$ cat src/rtl/ahb_master_engine.sv
// ahb_master_engine: AHB-Lite master turning a command/write-data stream into SINGLE/INCR4 transfers with wait, BUSY and ERROR handling.
module ahb_master_engine #(
  parameter int ADDR_W = 32,
  parameter int DATA_W = 32
) (
  input  logic              HCLK,
  input  logic              HRESETn,
  input  logic              cmd_valid,
  output logic              cmd_ready,
  input  logic              cmd_write,
  input  logic [ADDR_W-1:0] cmd_addr,
  input  logic [2:0]        cmd_size,
  input  logic              cmd_incr4,
  input  logic              wdata_valid,
  output logic              wdata_ready,
  input  logic [DATA_W-1:0] wdata,
  output logic              rsp_valid,
  output logic [DATA_W-1:0] rsp_data,
  output logic              rsp_last,
  output logic              rsp_err,
  output logic [ADDR_W-1:0] HADDR,
  output logic [1:0]        HTRANS,
  output logic              HWRITE,
  output logic [2:0]        HSIZE,
  output logic [2:0]        HBURST,
  output logic [3:0]        HPROT,
  output logic              HMASTLOCK,
  output logic [DATA_W-1:0] HWDATA,
  input  logic [DATA_W-1:0] HRDATA,
  input  logic              HREADY,
  input  logic              HRESP
);
  typedef enum logic [2:0] {IDLE, ADDR, BUSYW, DRAIN, ERR2} state_t;
  localparam logic [1:0] T_IDLE = 2'b00, T_BUSY = 2'b01, T_NSEQ = 2'b10, T_SEQ = 2'b11;
  state_t state;
  logic [DATA_W-1:0] stage;
  logic stage_full, dp_valid, dp_last;
  logic [1:0] beat;
  logic [2:0] wcnt;
  logic accept, addr_done, incr, last_beat, dp_err, wdata_hs;
  assign HPROT = 4'b0011;
  assign HMASTLOCK = 1'b0;
  // wdata_ready may refill staging in the same cycle it drains, keeping write bursts gap-free
  always_comb begin
    accept = cmd_ready && cmd_valid && (!cmd_write || wdata_valid);
    addr_done = (state == ADDR) && HREADY;
    incr = HBURST == 3'b011;
    last_beat = beat == (incr ? 2'd3 : 2'd0);
    dp_err = dp_valid && HRESP && !HREADY;
    wdata_ready = (state == IDLE) ? cmd_ready && cmd_write :
      HWRITE && (state == ADDR || state == BUSYW) && wcnt != (incr ? 3'd4 : 3'd1) && (!stage_full || addr_done);
    wdata_hs = wdata_valid && wdata_ready;
  end
  always_ff @(posedge HCLK or negedge HRESETn) begin
    if (!HRESETn) begin
      state <= IDLE;
      cmd_ready <= 1'b0;
      HADDR <= '0;
      HTRANS <= T_IDLE;
      HWRITE <= 1'b0;
      HSIZE <= 3'd0;
      HBURST <= 3'd0;
      HWDATA <= '0;
      rsp_valid <= 1'b0;
      rsp_data <= '0;
      rsp_last <= 1'b0;
      rsp_err <= 1'b0;
      stage <= '0;
      stage_full <= 1'b0;
      dp_valid <= 1'b0;
      dp_last <= 1'b0;
      beat <= 2'd0;
      wcnt <= 3'd0;
    end else begin
      rsp_valid <= 1'b0;
      rsp_last <= 1'b0;
      rsp_err <= 1'b0;
      if (wdata_hs && state != IDLE) begin
        stage <= wdata;
        stage_full <= 1'b1;
        wcnt <= wcnt + 3'd1;
      end else if (addr_done) stage_full <= 1'b0;
      if (HREADY && dp_valid) begin
        rsp_valid <= 1'b1;
        rsp_last <= dp_last;
        rsp_data <= HWRITE ? '0 : HRDATA;
        dp_valid <= 1'b0;
      end
      if (addr_done) begin
        dp_valid <= 1'b1;
        dp_last <= last_beat;
        if (HWRITE) HWDATA <= stage;
      end
      // first error cycle: cancel whatever address is pending
      if (dp_err) begin
        HTRANS <= T_IDLE;
        dp_valid <= 1'b0;
        state <= ERR2;
      end else begin
        case (state)
          IDLE: begin
            cmd_ready <= !accept;
            if (accept) begin
              state <= ADDR;
              HTRANS <= T_NSEQ;
              HADDR <= cmd_addr;
              HWRITE <= cmd_write;
              HSIZE <= cmd_size;
              HBURST <= cmd_incr4 ? 3'b011 : 3'b000;
              beat <= 2'd0;
              wcnt <= 3'd1;
              stage <= wdata;
              stage_full <= cmd_write;
            end
          end
          ADDR: if (HREADY) begin
            if (last_beat) begin
              HTRANS <= T_IDLE;
              state <= DRAIN;
            end else begin
              beat <= beat + 2'd1;
              HADDR <= HADDR + (ADDR_W'(1) << HSIZE);
              HTRANS <= (HWRITE && !wdata_hs) ? T_BUSY : T_SEQ;
              state <= (HWRITE && !wdata_hs) ? BUSYW : ADDR;
            end
          end
          BUSYW: if (HREADY && (stage_full || wdata_hs)) begin
            HTRANS <= T_SEQ;
            state <= ADDR;
          end
          DRAIN: if (HREADY) begin
            state <= IDLE;
            cmd_ready <= 1'b1;
          end
          ERR2: if (HREADY) begin
            rsp_valid <= 1'b1;
            rsp_err <= 1'b1;
            rsp_last <= 1'b1;
            rsp_data <= HWRITE ? '0 : HRDATA;
            stage_full <= 1'b0;
            state <= IDLE;
            cmd_ready <= 1'b1;
          end
          default: state <= IDLE;
        endcase
      end
    end
  end
endmodule

$ cat config.mk
export PLATFORM = sky130hd
export DESIGN_NAME = ahb_master_engine
export DESIGN_NICKNAME = d
export VERILOG_FILES = /design/src/rtl/ahb_master_engine.sv
export SDC_FILE = /design/constraint.sdc
export NUM_CORES = 1
export LEC_CHECK = 0
export ABC_CLOCK_PERIOD_IN_PS = 4500
export CAP_MARGIN = 5
export CORE_MARGIN = 1.5
export CORE_UTILIZATION = 27
export CTS_CLUSTER_SIZE = 12
export DETAILED_ROUTE_END_ITERATION = 16
export PLACE_DENSITY = 0.61
export SLEW_MARGIN = 10
export SYNTH_ARGS = -nofsm -noshare
export SYNTH_HDL_FRONTEND = slang
export SYNTH_SLANG_ARGS = --single-unit
$ cat constraint.sdc
create_clock -name HCLK -period 4.5 [get_ports HCLK]
set_input_delay 0.45 -clock HCLK [delete_from_list [all_inputs] [get_ports HCLK]]
set_output_delay 0.45 -clock HCLK [all_outputs]
set_load 0.02 [all_outputs]
==> results.tsv, run 1 <==
stage	metric	value	unit
placement	gpl congestion	0.8528	
synthesis	Compound-Gate Fraction of Synth Area	0.1396	
synthesis	prevailing post-synth register cell	dfrtp_1	
synthesis	largest family of logic cells by synthesized area	simple AND/OR/NAND/NOR gates	
power_and_ir_drop	maximum vdd ir drop	0.2663	mV
die	Initial Util	0.2772	
synthesis	xor and xnor area share after synthesis	0.009617	
layout	# nets final	1012	
layout	Final Non-Filler Cells	1243	
routing	Antenna Violating Nets Remaining	0	
setup_path	critical path data required time	4.83	ns
global_route	initial antenna violation count	0	
setup_path	Critical Path End Type	flip-flop	
synthesis	Synth Area in Simple Gates	0.1745	
global_route	busiest layer in global routing	met2	
layout	synthesis-to-layout area growth	40.70	%
clocking	Post-CTS Hold Fix Bufs	0	
job	max_cap viols	0	
die	DIE WIDTH	167.3	um
global_route	met1 usage	0.2075	
power_and_ir_drop	Leak	4.278	nW
layout	antenna cells	0	
sta	final hold violation count	0	
power_and_ir_drop	internal power	0.004522	W
sta	RSZ-0062 raised after global routing	false	
sta	Max Fclk	312.4	MHz
power_and_ir_drop	Switching Fraction	0.4111	
global_route	pin count of the biggest net entering global routing	66	
synthesis	post-synthesis mux area share	0.1017	
sta	Final setup viols	0	
sta	Final min period	3.201	ns
power_and_ir_drop	clock power share	0.182	
die	core area	26280	um^2
sta	setup_tns	0	ns
clocking	CTS tree	done	
power_and_ir_drop	Psw	0.003156	W
clocking	postcts setup bufs	0	
clocking	post-CTS sizing	0	
synthesis	post-synth cell types	67	
layout	layout cells sized above 1	0.1035	
placement	input/output buffers	215	
global_route	GR Layer Usage met2	0.2301	
die	chip height	167.3	um
routing	vias per inst	4.812	
synthesis	Synth Warn #	0	
die	die area	27980	um^2
routing	wirelength, routed	20410	um
placement	DP Area	9678	um^2
synthesis	synthesized area per cell	10.39	um^2
layout	Finished Cell Area	10250	um^2
sta	Hold WS	0.002528	ns
clocking	htree depth	4	
setup_path	critical path peak fanout	29	
min_path	Worst Hold Class	in2async	
clocking	Root Driver	clkbuf_16	
layout	final core utilization	0.3901	
sta	Setup Skew	0.01532	ns
routing	DR pass1 iterations	5	
clocking	Max Buffers Root-to-Sink	2	
die	row cnt	59	
power_and_ir_drop	Seq pwr share	0.332	
routing	Iter 0 DRT Violations	484	
synthesis	number of synthesized flops with an enable pin	0	
clocking	clock slew at reported path FFs	0.07	ns
routing	vias	5981	
global_route	gr usage total	0.1489	
placement	Placed Cells	1211	
synthesis	post-synthesis async set-or-reset flop share	1.000	
sta	worst-margin pin slew	1.025	ns
routing	WL per Instance	16.42	um
clocking	clk sinks	150	
power_and_ir_drop	Logic pwr share	0.486	
sta	Slew HR	0.3149	
power_and_ir_drop	Pwr Density	749.0	nW/um^2
synthesis	Seq/Total Area, Yosys	0.5152	
synthesis	count of state elements after synthesis	150	
setup_path	arrival time worst endpoint	3.53	ns
synthesis	Post-Synth Adder-Cell Area	0.01820	
placement	HPWL after detailed placement	13890	um
global_route	first-pass GRT wire length	32860	um
outcome	status	completed	
synthesis	Syn Std Cell Area	7286	um^2
routing	DRC Markers	0	
clocking	clock latency at the later pin of the worst-skew pair	0.43	ns
clocking	TritonCTS buffer count	17	
global_route	total grt overflow	0	
sta	final period utilization	0.7112	
sta	Slew Viols, Final	0	
global_route	met3 Track Usage GR	0.03096	
global_route	vias in the first global route	5862	
die	I/O pins	222	
setup_path	CP Class	in2reg	
setup_path	Worst Setup Start Kind	input pin	
synthesis	Cells after Synth	701	
## registers in the layout, indices dropped and copies added (netlist names), 2 cells and up
register	count
rsp_data	32
HWDATA	32
state	3
HSIZE	3
stage	32
HADDR	32
HTRANS	2
wcnt	3
beat	2
## per-layer routing
layer	wire [um]	vias to the layer above	share of wire
met2	9023	216	0.44
met1	9887	2885	0.48
met4	329	0	0.016
met3	1169	22	0.057
li1	-	2858	-
met5	0	-	0
## critical path, stage by stage
cell,delay [ns]
clkdlybuf4s50_1,0.73
nand3b_1,0.30
nand3_1,0.56
nand2_1,1.00
o32a_1,0.28
nor3b_1,0.17
## power groups by stage
stage               clock network, W  registers, W  logic (W)
CTS                          0.00145       0.00256    0.00377
detailed placement                 0       0.00258    0.00376
floorplan                          0       0.00298    0.00180
global route                 0.00151       0.00267    0.00408
global placement                   0       0.00256    0.00371
finish                       0.00140       0.00255    0.00373
## stage by stage
stage,total power [W],worst slack (ns)
5_1_grt,0.008251,1.097
3_3_place_gp,0.006275,0.9809
4_1_cts,0.007779,1.348
2_1_floorplan,0.004775,1.622
6_report,0.007678,1.299
3_5_place_dp,0.006335,0.9019
## placed cells by master, fill, tap and decap left out, types with 7 or more instances in the layout
cell type	count
a211oi_1	8
a21oi_1	36
a311oi_1	7
a31oi_1	8
and3_1	12
buf_4	8
clkbuf_16	17
clkdlybuf4s50_1	214
dfrtp_1	150
ha_1	9
mux2_1	29
mux2_2	35
nand2_1	89
nand2b_1	36
nand3_1	17
nor2_1	38
nor3_1	13
o211ai_1	8
o21ai_0	46
## worst paths after layout
| kind | startpoint | to | cells after the start | slack (ns) |
|---|---|---|---|---|
| hold reg to reg | rsp_data[0] | rsp_data[0] | 2 | 0.48 |
| max in group asynchronous | HRESETn | stage[25] | 2 | 3.44 |
| setup reg to reg | state[1] | HADDR[31] | 7 | 1.38 |
| setup / recovery | HREADY | HADDR[31] | 6 | 1.30 |
| hold / removal | HRESETn | HADDR[16] | 1 | 0.003 |
| min in group HCLK | rsp_data[0] | rsp_data[0] | 2 | 0.48 |
## cell type report
cell class	instances	area (um^2)
sequential	150	3754
multi-input combinational	498	3273
clock inverter	15	147.6
fill	2545	16030
clock buffer	17	425.4
inverter	5	18.77
tap	335	419.2
timing repair buffer	223	2213
## cells by family after synthesis
group                      after synthesis
muxes                                   66
xor gates and xnor gates                 8
DFF                                    150
and+or+nand+nor                        249
AOI/OAI and AO/OA                      159
buffers and inverters                   57
adders and majority gates               10
other                                    2
## cell usage after synthesis, types with 3 or more instances
cell type,instances,area [um^2]
a211oi_1,8,60.06
a21o_1,5,37.54
a21oi_1,36,180.2
a22oi_1,3,22.52
a2bb2oi_1,3,26.28
a311oi_1,7,61.31
a31o_2,4,35.03
a31oi_1,8,50.05
and2_1,4,25.02
and3_1,12,75.07
buf_2,12,60.06
buf_4,9,67.56
buf_6,4,45.04
clkbuf_1,27,101.4
dfrtp_1,150,3754
ha_1,9,112.6
inv_1,5,18.77
mux2_1,29,326.6
mux2_2,35,394.1
nand2_1,89,334.1
nand2b_1,37,231.5
nand3_1,17,85.08
nand4_1,5,31.28
nor2_1,39,146.4
nor2b_1,7,43.79
nor3_1,13,65.06
nor3b_1,3,22.52
o211ai_1,8,60.06
o21a_1,5,37.54
o21ai_0,46,230.2
o22ai_1,6,37.54
o311ai_0,3,26.28
or3_1,5,31.28
xnor2_1,3,26.28
xor2_1,5,43.79
(Power assumes the default switching activity.)
==> run 2, diff against run 1 <==
Settings changed: ABC_CLOCK_PERIOD_IN_PS 4500 to 3040.
Clock period 4.5 ns to 3.04 ns, I/O delays scaled along.
==> run 2 against run 1 <==
  * Core utilization grew 0.68 points
  * Hold slack gained 0.41 ns
  * Global-route usage grew 0.26 points
  * Power grew 51%
  * Clock power grew 58%
  * Routed wire length grew 0.14%
  * Highest routed layer unchanged
  * Via count grew 0.79%
==> results.tsv, run 2 (same netlist as run 1, synthesis figures left out) <==
stage	metric	value	unit	change
outcome	status	completed		
sta	worst-margin pin slew	0.8218	ns	-0.2034 ns
layout	antenna cells	0		unchanged
power_and_ir_drop	maximum vdd ir drop	0.3919	mV	+47%
setup_path	Worst Setup Start Kind	flip-flop		
layout	most frequent cells in the layout	clkdlybuf4s50_1, dfrtp_1, nand2_1		
setup_path	Critical Path End Type	primary output		
routing	Iter 0 DRT Violations	387		-20%
routing	top routing layer in use	met4		
die	chip height	167.3	um	unchanged
layout	commonest non-fill, non-tap cell in the layout	clkdlybuf4s50_1		
sta	Final setup viols	0		unchanged
die	core area	26280	um^2	unchanged
routing	vias per inst	4.799		-0.26%
power_and_ir_drop	Leak	4.372	nW	+2.2%
routing	Antenna Violating Nets Remaining	0		unchanged
routing	vias	6028		+0.79%
setup_path	critical path endpoint	wdata_ready		
sta	Slew HR	0.4521		+0.1373
job	max_cap viols	0		unchanged
setup_path	arrival time worst endpoint	2.51	ns	-1.02 ns
global_route	total grt overflow	0		unchanged
clocking	clk sinks	150		unchanged
clocking	clock slew at reported path FFs	0.07	ns	about the same
global_route	first-pass GRT wire length	33600	um	+2.3%
sta	Setup Skew	0.01340	ns	-0.001916 ns
clocking	Max Buffers Root-to-Sink	2		unchanged
clocking	CTS tree	done		
global_route	pin count of the biggest net entering global routing	86		+30%
sta	final period utilization	0.9270		
power_and_ir_drop	total power	0.01163	W	+51%
sta	final hold violation count	0		unchanged
setup_path	worst reg2reg path startpoint	HSIZE[0]		
layout	synthesis-to-layout area growth	43.14	%	
layout	# nets final	1025		+1.3%
sta	RSZ-0062 raised after global routing	false		
routing	DRC Markers	0		unchanged
routing	met2 routed WL	9275	um	+2.8%
clocking	TritonCTS buffer count	17		unchanged
setup_path	RR Endpoint	HADDR[11]		
die	die area	27980	um^2	unchanged
clocking	htree depth	4		unchanged
routing	wirelength, routed	20440	um	+0.14%
setup_path	critical path peak fanout	12		-59%
placement	input/output buffers	215		unchanged
clocking	Root Driver	clkbuf_16		
setup_path	CP Class	reg2out		
global_route	gr usage total	0.1515		+0.002626
die	I/O pins	222		unchanged
placement	HPWL after detailed placement	14170	um	+2.0%
global_route	vias in the first global route	6072		+3.6%
clocking	clock latency at the later pin of the worst-skew pair	0.42	ns	about the same
sta	Slew Viols, Final	0		unchanged
power_and_ir_drop	Pwr Density	1115	nW/um^2	+49%
global_route	initial antenna violation count	0		unchanged
setup_path	crit path from	state[1]		
layout	layout cells sized above 1	0.1194		+0.01591
sta	Final min period	2.818	ns	
placement	gpl congestion	0.8315		-2.5%
setup_path	reg2reg setup slack	0.30	ns	-1.08 ns
die	Initial Util	0.2772		unchanged
sta	Max Fclk	354.9	MHz	
routing	WL per Instance	16.27	um	-0.89%
placement	Setup Slack @ Placement	0.1229	ns	-0.7789 ns
sta	post-route worst setup slack	0.2221	ns	-1.077 ns
routing	DR pass1 iterations	5		unchanged
setup_path	critical path data required time	2.74	ns	-2.09 ns
layout	Fillers	2552		+0.28%
min_path	Worst Hold Class	in2reg		
sta	setup_tns	0	ns	unchanged
setup_path	FF-to-FF path depth	9		+2
die	row cnt	59		unchanged
die	DIE WIDTH	167.3	um	unchanged
routing	met3 wire length	1234	um	+5.6%
routing	Post-Route M1 WL	9719	um	-1.7%
-- run 2: what timing repair did --
item                                    in CTS  in global routing
buffers inserted                             0                  0
endpoints found under the hold margin       20                  0
resized for setup                            0                  4
hold buffers                                 1                  0
endpoints found under the setup margin       0                  6
-- run 2: metrics by stage --
stage | hold WS [ns] | cells | instance area (um^2) | util
floorplan | 0.008409 | 705 | 7301 | -
global placement | 0.4433 | 1223 | 9793 | 0.3726
detailed placement | 0.4515 | 1223 | 9793 | 0.3726
CTS | 0.3962 | 1256 | 10420 | 0.3964
global route | 0.4338 | 1256 | 10430 | 0.3968
finish | 0.4174 | 1256 | 10430 | 0.3968
-- run 2: worst max-delay path: stages (launching register included) --
cell and delay [ns]:
dfrtp_1 0.52, and2b_1 0.34, a2bb2oi_1 0.14, o31ai_1 0.39, clkdlybuf4s50_1 0.70
-- run 2: final cells by class --
class	instances	area (um^2)	area share
flip-flops and latches	150	3754	0.3599
multi-input cells	498	3286	0.3151
repair buffers	236	2338	0.2242
clock buffers	17	425.4	0.04079
well taps	335	419.2	0.04019
clock inverters	15	187.7	0.01800
inverters	5	18.77	0.001800
-- run 2: power breakdown --
group / total (W) / switching [W] / internal, W
combinational: 0.00567 / 0.00296 / 0.00271
clock: 0.00221 / 0.000961 / 0.00125
sequential: 0.00374 / 0.000772 / 0.00297
total: 0.0116 / 0.00470 / 0.00693
-- run 2: routing by layer --
layer | track usage | vias up
li1 | - | 2883
met1 | 0.2062 | 2940
met2 | 0.2398 | 195
met3 | 0.03663 | 10
met4 | 0.04309 | 0
met5 | 0 | -
-- run 2: worst min path at each step --
| stage | from | end | depth (start not counted) | slack [ns] |
|---|---|---|---|---|
| after floorplan | HRESETn | HADDR[0] | 0 | 0.008 |
| after global placement | HRESETn | HADDR[26] | 1 | 0.44 |
| after detailed placement | HRESETn | HADDR[14] | 1 | 0.45 |
| after CTS | cmd_size[2] | HSIZE[2] | 3 | 0.40 |
| after global routing | cmd_size[2] | HSIZE[2] | 3 | 0.43 |
| final | cmd_size[2] | HSIZE[2] | 3 | 0.42 |
